--- config.mk ---
export PLATFORM = sky130hd
export DESIGN_NAME = dm_access_unit
export DESIGN_NICKNAME = d
export VERILOG_FILES = /design/src/rtl/dm_access_unit.sv
export SDC_FILE = /design/constraint.sdc
export NUM_CORES = 1
export LEC_CHECK = 0
export CORE_MARGIN = 4
export CORE_UTILIZATION = 25
export DETAILED_ROUTE_END_ITERATION = 10
export DONT_BUFFER_PORTS = 1
export PLACE_DENSITY = 0.47
export SLEW_MARGIN = 20
export SYNTH_ARGS = -nofsm -noshare
export SYNTH_HDL_FRONTEND = slang
export SYNTH_SLANG_ARGS = --single-unit
--- constraint.sdc ---
create_clock -name clk -period 2.45 [get_ports clk]
set_input_delay 0.1225 -clock clk [delete_from_list [all_inputs] [get_ports clk]]
set_output_delay 0.1225 -clock clk [all_outputs]
set_load 0.02 [all_outputs]
--- src/rtl/dm_access_unit.sv ---
// ---------------------------------------------------------------------------
// dm_access_unit
//
// Load/store initiator between the MIPS execute stage and a word-indexed
// data memory. Accepts one byte, halfword or word request at a time,
// converts the byte address into a word index, holds dm_memread for
// READ_WAIT cycles before sampling read data, performs sub-word stores as
// read-modify-write and returns loads sign- or zero-extended.
//
// Parameters
//   READ_WAIT     cycles dm_memread is held before read data is sampled (>=1)
//   ADDR_BITS     word-index width of the data memory
//
// Ports
//   clk           rising-edge clock
//   reset         asynchronous, active-low reset
//   req_valid     request present
//   req_ready     unit idle; request accepted on a clk edge with req_valid=1
//   req_write     1 = store, 0 = load
//   req_size      00 byte, 01 halfword, 10 word, 11 illegal
//   req_unsigned  loads only: 1 = zero-extend, 0 = sign-extend
//   req_addr      byte address
//   req_wdata     store data, right-aligned
//   resp_valid    one-cycle completion pulse
//   resp_rdata    load result (0 for stores and errors)
//   resp_error    misaligned or illegal-size request
//   dm_read_adr   word index for reads, zero-extended
//   dm_write_adr  word index for writes, zero-extended
//   dm_write_data full word to write
//   dm_memread    read enable
//   dm_memwrite   write enable, memory commits on the clk edge
//   dm_read_data  memory read data
// ---------------------------------------------------------------------------
module dm_access_unit #(
    parameter int READ_WAIT = 1,
    parameter int ADDR_BITS = 8
) (
    input  logic        clk,
    input  logic        reset,
    input  logic        req_valid,
    output logic        req_ready,
    input  logic        req_write,
    input  logic [1:0]  req_size,
    input  logic        req_unsigned,
    input  logic [31:0] req_addr,
    input  logic [31:0] req_wdata,
    output logic        resp_valid,
    output logic [31:0] resp_rdata,
    output logic        resp_error,
    output logic [31:0] dm_read_adr,
    output logic [31:0] dm_write_adr,
    output logic [31:0] dm_write_data,
    output logic        dm_memread,
    output logic        dm_memwrite,
    input  logic [31:0] dm_read_data
);

    typedef enum logic [1:0] {
        IDLE,
        RD,
        WR,
        RESP
    } state_t;

    localparam int CNT_W = (READ_WAIT > 1) ? $clog2(READ_WAIT) : 1;
    localparam logic [CNT_W-1:0] CNT_INIT = CNT_W'(READ_WAIT - 1);

    localparam logic [1:0] SIZE_BYTE = 2'b00;
    localparam logic [1:0] SIZE_HALF = 2'b01;
    localparam logic [1:0] SIZE_WORD = 2'b10;
    localparam logic [1:0] SIZE_ILL  = 2'b11;

    state_t               state_q;
    logic [CNT_W-1:0]     waitCnt_q;
    logic [ADDR_BITS+1:0] addr_q;
    logic [1:0]           size_q;
    logic                 unsigned_q;
    logic                 write_q;
    logic [31:0]          wdata_q;
    logic [31:0]          readWord_q;
    logic [31:0]          rdata_q;
    logic                 error_q;

    logic        reqAccept;
    logic        reqError;
    logic [31:0] loadValue;
    logic [31:0] mergedWord;
    logic [31:0] wordIndex;
    logic [7:0]  loadByte;
    logic [15:0] loadHalf;

    // Address bits above the memory's word index are deliberately ignored.
    logic addr_unused;
    assign addr_unused = ^req_addr[31:ADDR_BITS+2];

    assign reqAccept = req_ready && req_valid;

    // Illegal size, odd halfword or non-word-aligned word requests never
    // touch memory.
    assign reqError = (req_size == SIZE_ILL)
                   || ((req_size == SIZE_HALF) && req_addr[0])
                   || ((req_size == SIZE_WORD) && (req_addr[1:0] != 2'b00));

    assign wordIndex = {{(32-ADDR_BITS){1'b0}}, addr_q[ADDR_BITS+1:2]};

    // Lane selection and extension applied to the word arriving from memory,
    // so the load result can be registered on the sampling edge.
    always_comb begin
        loadByte = dm_read_data[{addr_q[1:0], 3'b000} +: 8];
        loadHalf = addr_q[1] ? dm_read_data[31:16] : dm_read_data[15:0];
        case (size_q)
            SIZE_BYTE: loadValue = unsigned_q ? {24'h0, loadByte}
                                              : {{24{loadByte[7]}}, loadByte};
            SIZE_HALF: loadValue = unsigned_q ? {16'h0, loadHalf}
                                              : {{16{loadHalf[15]}}, loadHalf};
            default:   loadValue = dm_read_data;
        endcase
    end

    // Read-modify-write merge: the sampled word with only the target lane
    // replaced by the right-aligned store data.
    always_comb begin
        mergedWord = readWord_q;
        if (size_q == SIZE_BYTE) begin
            mergedWord[{addr_q[1:0], 3'b000} +: 8] = wdata_q[7:0];
        end else begin
            mergedWord[{addr_q[1], 4'b0000} +: 16] = wdata_q[15:0];
        end
    end

    // Main sequencer. Errors go straight to RESP, word stores skip the read,
    // loads and sub-word stores pass through RD for READ_WAIT cycles.
    always_ff @(posedge clk or negedge reset) begin
        if (!reset) begin
            state_q    <= IDLE;
            waitCnt_q  <= '0;
            addr_q     <= '0;
            size_q     <= '0;
            unsigned_q <= 1'b0;
            write_q    <= 1'b0;
            wdata_q    <= '0;
            readWord_q <= '0;
            rdata_q    <= '0;
            error_q    <= 1'b0;
        end else begin
            case (state_q)
                IDLE: begin
                    if (reqAccept) begin
                        addr_q     <= req_addr[ADDR_BITS+1:0];
                        size_q     <= req_size;
                        unsigned_q <= req_unsigned;
                        write_q    <= req_write;
                        wdata_q    <= req_wdata;
                        rdata_q    <= '0;
                        error_q    <= reqError;
                        waitCnt_q  <= CNT_INIT;
                        if (reqError) begin
                            state_q <= RESP;
                        end else if (req_write && (req_size == SIZE_WORD)) begin
                            state_q <= WR;
                        end else begin
                            state_q <= RD;
                        end
                    end
                end
                RD: begin
                    if (waitCnt_q == '0) begin
                        readWord_q <= dm_read_data;
                        if (write_q) begin
                            state_q <= WR;
                        end else begin
                            rdata_q <= loadValue;
                            state_q <= RESP;
                        end
                    end else begin
                        waitCnt_q <= waitCnt_q - CNT_W'(1);
                    end
                end
                WR: begin
                    state_q <= RESP;
                end
                default: begin
                    state_q <= IDLE;
                end
            endcase
        end
    end

    assign req_ready     = (state_q == IDLE);
    assign resp_valid    = (state_q == RESP);
    assign resp_rdata    = (state_q == RESP) ? rdata_q : 32'h0;
    assign resp_error    = (state_q == RESP) && error_q;
    assign dm_memread    = (state_q == RD);
    assign dm_memwrite   = (state_q == WR);
    assign dm_read_adr   = (state_q == RD) ? wordIndex : 32'h0;
    assign dm_write_adr  = (state_q == WR) ? wordIndex : 32'h0;
    assign dm_write_data = (state_q != WR)        ? 32'h0 :
                           (size_q == SIZE_WORD)  ? wdata_q : mergedWord;

endmodule

==> results list, run 1 <==
* Status: finished, violations left
- Violations in the final reports: negative hold slack, negative setup slack
- Effective utilization at floorplan: 0.255
* DRC violations left: 0
- The commonest cells after synthesis are dfrtp_1 (113), mux2_2 (85), buf_4 (50), and2_1 (49), nand2_1 (42).
* Worst Hold Slack: -603 ps
* Overflow after GRT: 0
- Row count: 59
* Die extent in y: 171 µm
- Cell area after technology mapping: 0.00666 mm²
- Cells taking the most area after synthesis: dfrtp_1 (42%), mux2_2 (14%), buf_4 (5.6%), and2_1 (4.6%), a221o_1 (2.7%)
- During placement, the flow inserted port buffers numbering 0.
* Clock-pin transition on the worst setup and hold timing paths: 60 ps
- The layout has between 2000 and 3000 filler cells.
- TritonCTS built the clock tree.
- STA classifies the critical path endpoint as an output pin.
* Mean cell area of the mapped netlist: 10.8 µm²
* Cell chosen for the clock root: clkbuf_16
- Among the stages of the critical path, the cell type that occurs most often is buf_4.
- During I/O placement, the number of pins put on the boundary was 236.
- Setup violations remaining at the end of the flow were counted as 1.
- Leading register cell type out of synthesis: dfrtp_1
- The count of nets left with antenna violations once routing finished came out at 0.
- In the synthesized netlist, the number of instances is 617.
- Count of flip-flops with a built-in enable after synthesis: 0
- Full die area: 0.0293 mm²
- Total power after layout: approximately 13 mW
- Largest delay contributor family on the critical path: buffers and inverters
- Part of the cycle the worst path needs: 1.00
* Share of synthesized registers carrying an async set or reset: 1.00
* Layout overhead on the synthesized area: 32.4%
* Unrepaired setup endpoints after global routing: yes
- After clock tree synthesis, the flow added hold-fix buffers numbering about 80.
* Vias in the first global route: 5226
* Peak per-stage delay on the critical path: between 300 and 400 ps
- Tightest Pin Transition: 1030 ps
- Final GP Congestion: around 0.78
- Proportion of layout cells with a drive suffix above 1: 0.291
- The share of synthesized area in the top cell type comes to 0.425.
- After the last flow step, the layout net total stands at 853.
* Number of vias after detailed routing: 5188
- STA classifies the critical path startpoint as a flop.
* Clk Latency, worst-skew pair: 420 ps
- Most instantiated library cell after synthesis: dfrtp_1
* Wire length of the first global-routing pass: approximately 34000 µm
* Number of pins with negative max-slew slack in the final report: 0
- After synthesis the netlist holds a flip-flop and latch count of 113.
- Crit-path cells: buf_6 -> buf_4 -> ha_1 -> inv_1 -> a211o_1 -> o21ai_0 -> a21oi_1 -> buf_4
- Of the synthesized area, sequential elements account for 0.425.
- Power per unit of standard cell area: 1480 mW/mm²
- Chip Width: 171 µm
- Of all nets on the critical path, the largest fanout is 8.
* Utilization after layout: 0.337
* Final Hold Viols: approximately 110
- Antenna violations before repair: 1
- Router iterations before antenna repair: 6
- Number of distinct standard cells referenced by the synthesized netlist: 53
- Max-cap violations in this run came to 0.
- Counting the buffers created by CTS gives 17.
- CTS H-tree lvls: 4
- Maximum clock rate: between 400 and 500 MHz
- Core area: 0.0261 mm²
* Type of the worst setup path: reg2out
* Drt total wl: 23100 µm
- Setup WS post-layout: -1.03 ps
* Worst slew slack as a fraction of its limit: 0.309
* Antenna cell count: 0
- The smallest clock period supported by the final layout is computed as 2450 ps.
- Overall Global Routing Usage: 0.155
- CTS sink cnt: 113
- In the routed layout, each cell is associated on average with a via count of 4.77.
- The Yosys step of the flow raised 0 warnings.
- The slowest stage of the critical path belongs to the cell dfrtp_1.
- Skew final: 6.60 ps
- Data arrival time of the worst path: 2330 ps
- Number of buffers and inverters on the critical path: 4
- HP Class: in2async
- Entering global routing, the biggest net connects 114 pins.
* HPWL after DPL: 16000 µm
- In this run, the number of DRC markers left after iteration 0 of detailed routing was 309.
* Avg WL per Cell: ~21 µm
- Library cell with the largest summed area after synthesis: dfrtp_1
* Leak pwr: 3.86 nW
* Maximum resistive drop on vdd: 0.000649 V
- Data required time of the worst path: 2330 ps
* Maximum root-to-sink buffer count: 2
cells in the final DEF, fill, tap and decap left out, types with 3 or more instances in the layout:
master,instances
buf_4,58
a221o_1,18
a222oi_1,7
bufinv_16,5
a221oi_2,6
o31ai_1,3
mux2i_1,14
mux2_2,85
nor2b_1,11
a221oi_1,14
a21boi_1,4
o21ai_1,3
clkbuf_16,17
a2bb2oi_1,8
a22oi_1,6
inv_1,16
nor2_1,7
a211o_1,10
a21oi_2,7
buf_6,5
nor3_1,3
o211ai_1,3
buf_12,4
a21o_1,8
clkinv_2,4
ha_1,6
conb_1,48
a211oi_2,3
dlygate4sd3_1,79
o21ai_0,30
and2_1,49
dfrtp_1,113
a21oi_1,17
nand2_1,41
layer usage:
metal / up-vias / track usage / routed length, µm / part of all wire
met4: 0 / 0.0386 / 275 / 0.012
li1: 2418 / - / - / -
met2: 208 / 0.234 / 10100 / 0.44
met3: 23 / 0.0397 / 1700 / 0.074
met5: - / 0 / 0 / 0
met1: 2539 / 0.222 / 11000 / 0.48
where the power goes:
part	internal [mW]	switching (mW)	total, mW	leakage [nW]
Clock	1.82	0.917	2.74	0.310
Combinational	3.03	3.64	6.66	2.17
Sequential	2.79	0.815	3.61	1.38
worst register-to-register path, cell delays in order (launching register included):
cell     delay, ps
dfrtp_1        410
buf_12         150
buf_4          200
mux2_4         270
mux2i_4         80
nor4_4         840
a221o_1        220
path summary, 6_finish.rpt:
path,cells after the start,endpoint,slack (ps),startpoint
min,0,wdata_q[5],-600,reset
max in group asynchronous,0,size_q[1],2850,reset
max reg2reg,6,rdata_q[21],230,addr_q[1]
min reg2reg,2,rdata_q[0],470,rdata_q[0]
max,8,dm_write_data[12],-1,addr_q[0]
min in group clk,3,rdata_q[12],40,dm_read_data[12]
metrics by stage:
step           setup WS (ps)  TNS [ps]  cells  area [µm²]
2_1_floorplan           25.7         0    664        6830
3_3_place_gp             268         0    970        7170
3_5_place_dp             235         0    970        7170
4_1_cts                -4.14     -4.14   1086        8680
5_1_grt                -61.2      -430   1088        8810
6_report               -1.03     -1.03   1088        8810
timing repair:
action	in CTS	in global routing
resized for setup	13	24
pin swaps	2	13
setup buffers	6	2
endpoints found under the setup margin	14	19
endpoints found under the hold margin	223	113
cells by family (layout without fill, tap and decap cells):
family / Yosys count / count (layout) / share of synthesized area
simple gates: 128 / 128 / 0.108
mux: 102 / 102 / 0.173
compound gates: 158 / 158 / 0.181
buf+inv: 106 / 195 / 0.0961
fa+ha+maj: 9 / 9 / 0.0169
flops: 113 / 113 / 0.425
other cells: 1 / 48 / 0.000563
final cells by class:
cell class | count | area, µm² | area share
clock buffers | 20 | 447 | 0.0507
clock inverters | 11 | 186 | 0.0212
inverters | 18 | 67.6 | 0.00767
multi-input cells | 445 | 3500 | 0.397
flip-flops and latches | 113 | 2830 | 0.321
well taps | 335 | 419 | 0.0476
repair buffers | 146 | 1360 | 0.155
state kept, by name, indices dropped and copies added (netlist names):
name and flops:
readWord_q 32, rdata_q 32, size_q 2, write_q 1, unsigned_q 1, addr_q 10, error_q 1, state_q 2
wdata_q 32
(Power assumes the default switching activity.)
==> inputs of run 2 (changes only) <==
--- a/config.mk
+++ b/config.mk
@@ -9,6 +9,7 @@
 export CORE_UTILIZATION = 25
 export DETAILED_ROUTE_END_ITERATION = 10
 export DONT_BUFFER_PORTS = 1
+export GPL_TIMING_DRIVEN = 0
 export PLACE_DENSITY = 0.47
 export SLEW_MARGIN = 20
 export SYNTH_ARGS = -nofsm -noshare
==> constraint.sdc (replaced) <==
create_clock -name clk -period 3.13 [get_ports clk]
set_input_delay 0.1565 -clock clk [delete_from_list [all_inputs] [get_ports clk]]
set_output_delay 0.1565 -clock clk [all_outputs]
set_load 0.02 [all_outputs]
==> run 2 against run 1 <==
Against the previous run:
- the flow now finishes without violations
- global-route usage is 0.88 points higher
- design area decreased by 0.28%
- non-clock buffer count up 23
- critical path depth decreased by 1
- combinational power is 28% lower
- clock power is 27% lower
- count of clock-buffer cells in the layout down 3
- critical path type unchanged
- critical endpoint is now dm_write_data[22]
- largest cell class unchanged
- largest power group unchanged
==> results list, run 2 (synthesis results as in run 1) <==
- Overall Global Routing Usage: 0.164 (+0.00885)
* Element type at the critical path start: flop
* Sw frac: 0.452 (+0.0389)
- The setup path with the least slack is of type reg2out.
- Data required time of the worst path: 2970 ps (+640 ps)
* Slack of the worst reg-to-reg path: 740 ps (+510 ps)
- Setup WS post-layout: 133 ps (+134 ps)
- Most frequent cells in the layout: dfrtp_1 (112), mux2_2 (85), dlygate4sd3_1 (80), buf_4 (50), and2_1 (49)
- Sequential share of power: 0.295 (+0.018)
* Clk Latency, worst-skew pair: 430 ps (about the same)
* Largest registers: rdata_q: 32 flops, readWord_q: 32 flops, wdata_q: 32 flops
- Net count reported at finish: 876 (+2.7%)
- The number of inserted diodes was 0 (unchanged).
- The number of setup violations in the final report is 0 (-1).
- The die boundary width was 171 µm (unchanged).
- The number of antenna violations at the first check in global routing is 0 (-1).
* Overflow after GRT: 0 (unchanged)
* Sum of met3 wire segment lengths after detailed routing: 2340 µm (+38%)
- The flow ran to the end, and the final reports show no timing, DRC or antenna violations.
* Setup TNS: 0 ps (+1.03 ps)
- The number of nets with antenna violations after detailed routing came to 0 (unchanged).
- The worst IR drop on VDD came to 0.000508 V (-22%).
- The fraction of the core area covered by cells at the end of the flow came to 0.336 (-0.000958).
- The combinational fraction of design power was 0.499 (-0.013).
- HP Class: in2reg
* Effective utilization at floorplan: 0.255 (unchanged)
- Setup repair after global routing left no endpoint under its margin.
* Maximum clock rate: 334 MHz
- CTS tree: built
- From synthesis to final layout, the design area changed by 32.0%.
* CTS H-tree lvls: 4 (unchanged)
* Row count: 59 (unchanged)
* Met2 wirelength from detailed routing: 11000 µm (+8.6%)
- The worst slew margin relative to its limit is 0.452 (+0.144).
- The maximum fanout along the worst path came to 10 (+2).
* Data arrival time of the worst path: 2840 ps (+510 ps)
* Maximum root-to-sink buffer count: 2 (unchanged)
- The total wirelength of the detailed-routed design was 24300 µm (+5.3%).
- Tightest Pin Transition: 818 ps (-211 ps)
- The count of pins over their slew limit was 0 (unchanged).
- Part of the cycle the worst path needs: 0.958
* HPWL after DPL: 17900 µm (+12%)
- P_sw: 4.36 mW (-19%)
- Wire length the detailed router placed on met1: 10700 µm (-2.5%)
- Proportion of layout cells with a drive suffix above 1: 0.277 (-0.0141)
- The routed wire length per instance was 21.9 µm (+3.0%).
- The core footprint was 0.0261 mm² (unchanged).
- The overall via count from detail_route was 5275 (+1.7%).
- Worst-case setup slack after placement: 258 ps (+22.8 ps)
- R2R depth: 7 (+1)
* Skew final: 10.8 ps (+4.16 ps)
* Shortest clock period the worst path allows after layout: 3000 ps
- Worst setup EP type: output pin
- The total number of clock tree sinks was 113 (unchanged).
* Cell chosen for the clock root: clkbuf_16
- The internal power of the cells is 5.30 mW (-31%).
* Clock-pin transition on the worst setup and hold timing paths: 60 ps (about the same)
- The number of global-route vias before repair was 5358 (+2.5%).
- The height of the die is 171 µm (unchanged).
- The worst hold path was traced through 3 stages.
- Final Hold Viols: 0 (-100%)
* Detail-routed via count per cell: 4.74 (-0.52%)
- The power density over cell area was 1100 mW/mm² (-25%).
- The library cell used most frequently in the layout, excluding fill and tap cells, is dfrtp_1.
- The proportion of power drawn by the clock network came to 0.207 (-0.003).
- The cell leakage power is 3.87 nW (+0.38%).
- Maximum number of pins on one net before global-route repair: 114 (unchanged)
* Number of maximum-capacitance violations: 0 (unchanged)
- I/O pins: 236 (unchanged)
- The DRC violation total after the first TritonRoute iteration came to 431 (+39%).
* Highest metal layer used by the detailed router: met4
- The overall die area is 0.0293 mm² (unchanged).
- The number of I/O port buffers came to 0 (unchanged).
- The post-route DRC violation count came to 0 (unchanged).
* TritonCTS buffer count: 17 (unchanged)
- Final GP Congestion: 0.806 (+3.6%)
- The first-pass GRT wire length came to 35400 µm (+3.9%).
* Router iterations before antenna repair: 5 (-1)
[run 2: changes by cell type in the layout (fill, tap and decap cells not counted), sizes merged]
cell / change
clkbuf: +14
inv: +6
buf: +5
bufinv: -3
clkinv: +1
dlygate4sd3: +1
[run 2: stage by stage]
step	power, mW	instances	cell area [µm²]	hold slack, ps
5_1_grt	10.3	1112	8780	39.4
3_3_place_gp	7.33	999	7250	-132
6_report	9.67	1112	8780	23.6
2_1_floorplan	6.14	664	6830	-139
4_1_cts	9.64	1112	8730	10.2
3_5_place_dp	7.37	999	7250	-132
[run 2: path summary, 6_finish.rpt]
| path | start | end |
|---|---|---|
| worst max-delay path | addr_q[1] | dm_write_data[22] |
| worst min-delay path | dm_read_data[10] | rdata_q[10] |
| worst max register to register | state_q[1] | rdata_q[21] |
| worst min register to register | error_q | error_q |
| max in group asynchronous | reset | rdata_q[23] |
| min in group asynchronous | reset | wdata_q[30] |
[run 2: power groups by stage]
stage | clock network (mW) | registers, mW | logic [mW]
after floorplan | 0 | 2.56 | 3.58
after global placement | 0 | 2.84 | 4.49
after detailed placement | 0 | 2.85 | 4.52
after CTS | 2.04 | 2.83 | 4.76
after global routing | 2.11 | 2.94 | 5.26
final | 2.00 | 2.85 | 4.82
[run 2: layer usage]
layer | global-route usage | vias up
met3 | 0.0564 | 18
met1 | 0.221 | 2577
met5 | 0 | -
met4 | 0.0382 | 0
met2 | 0.254 | 213
li1 | - | 2467
[run 2: cell type report]
class	instances	area [µm²]
Sequential cell	113	2830
Tap cell	335	419
Buffer	88	572
Fill cell	2750	17300
Timing Repair Buffer	81	828
Multi-Input combinational cell	445	3470
Inverter	18	67.6
Clock buffer	17	425
Clock inverter	15	174
[run 2: timing repair]
item | CTS | global route
resized for setup | 15 | 11
hold buffers | 81 | 0
endpoints found under the hold margin | 217 | 0
setup buffers | 0 | 0
cloned | 0 | 0
pin swaps | 0 | 0
endpoints found under the setup margin | 15 | 15
[run 2: critical path, cell delays in order (launching register included)]
cell and delay [ps]:
dfrtp_2 460, buf_4 240, inv_1 150, ha_1 400, nand3b_1 160, o41ai_4 460, nand2_1 120, a21oi_1 440
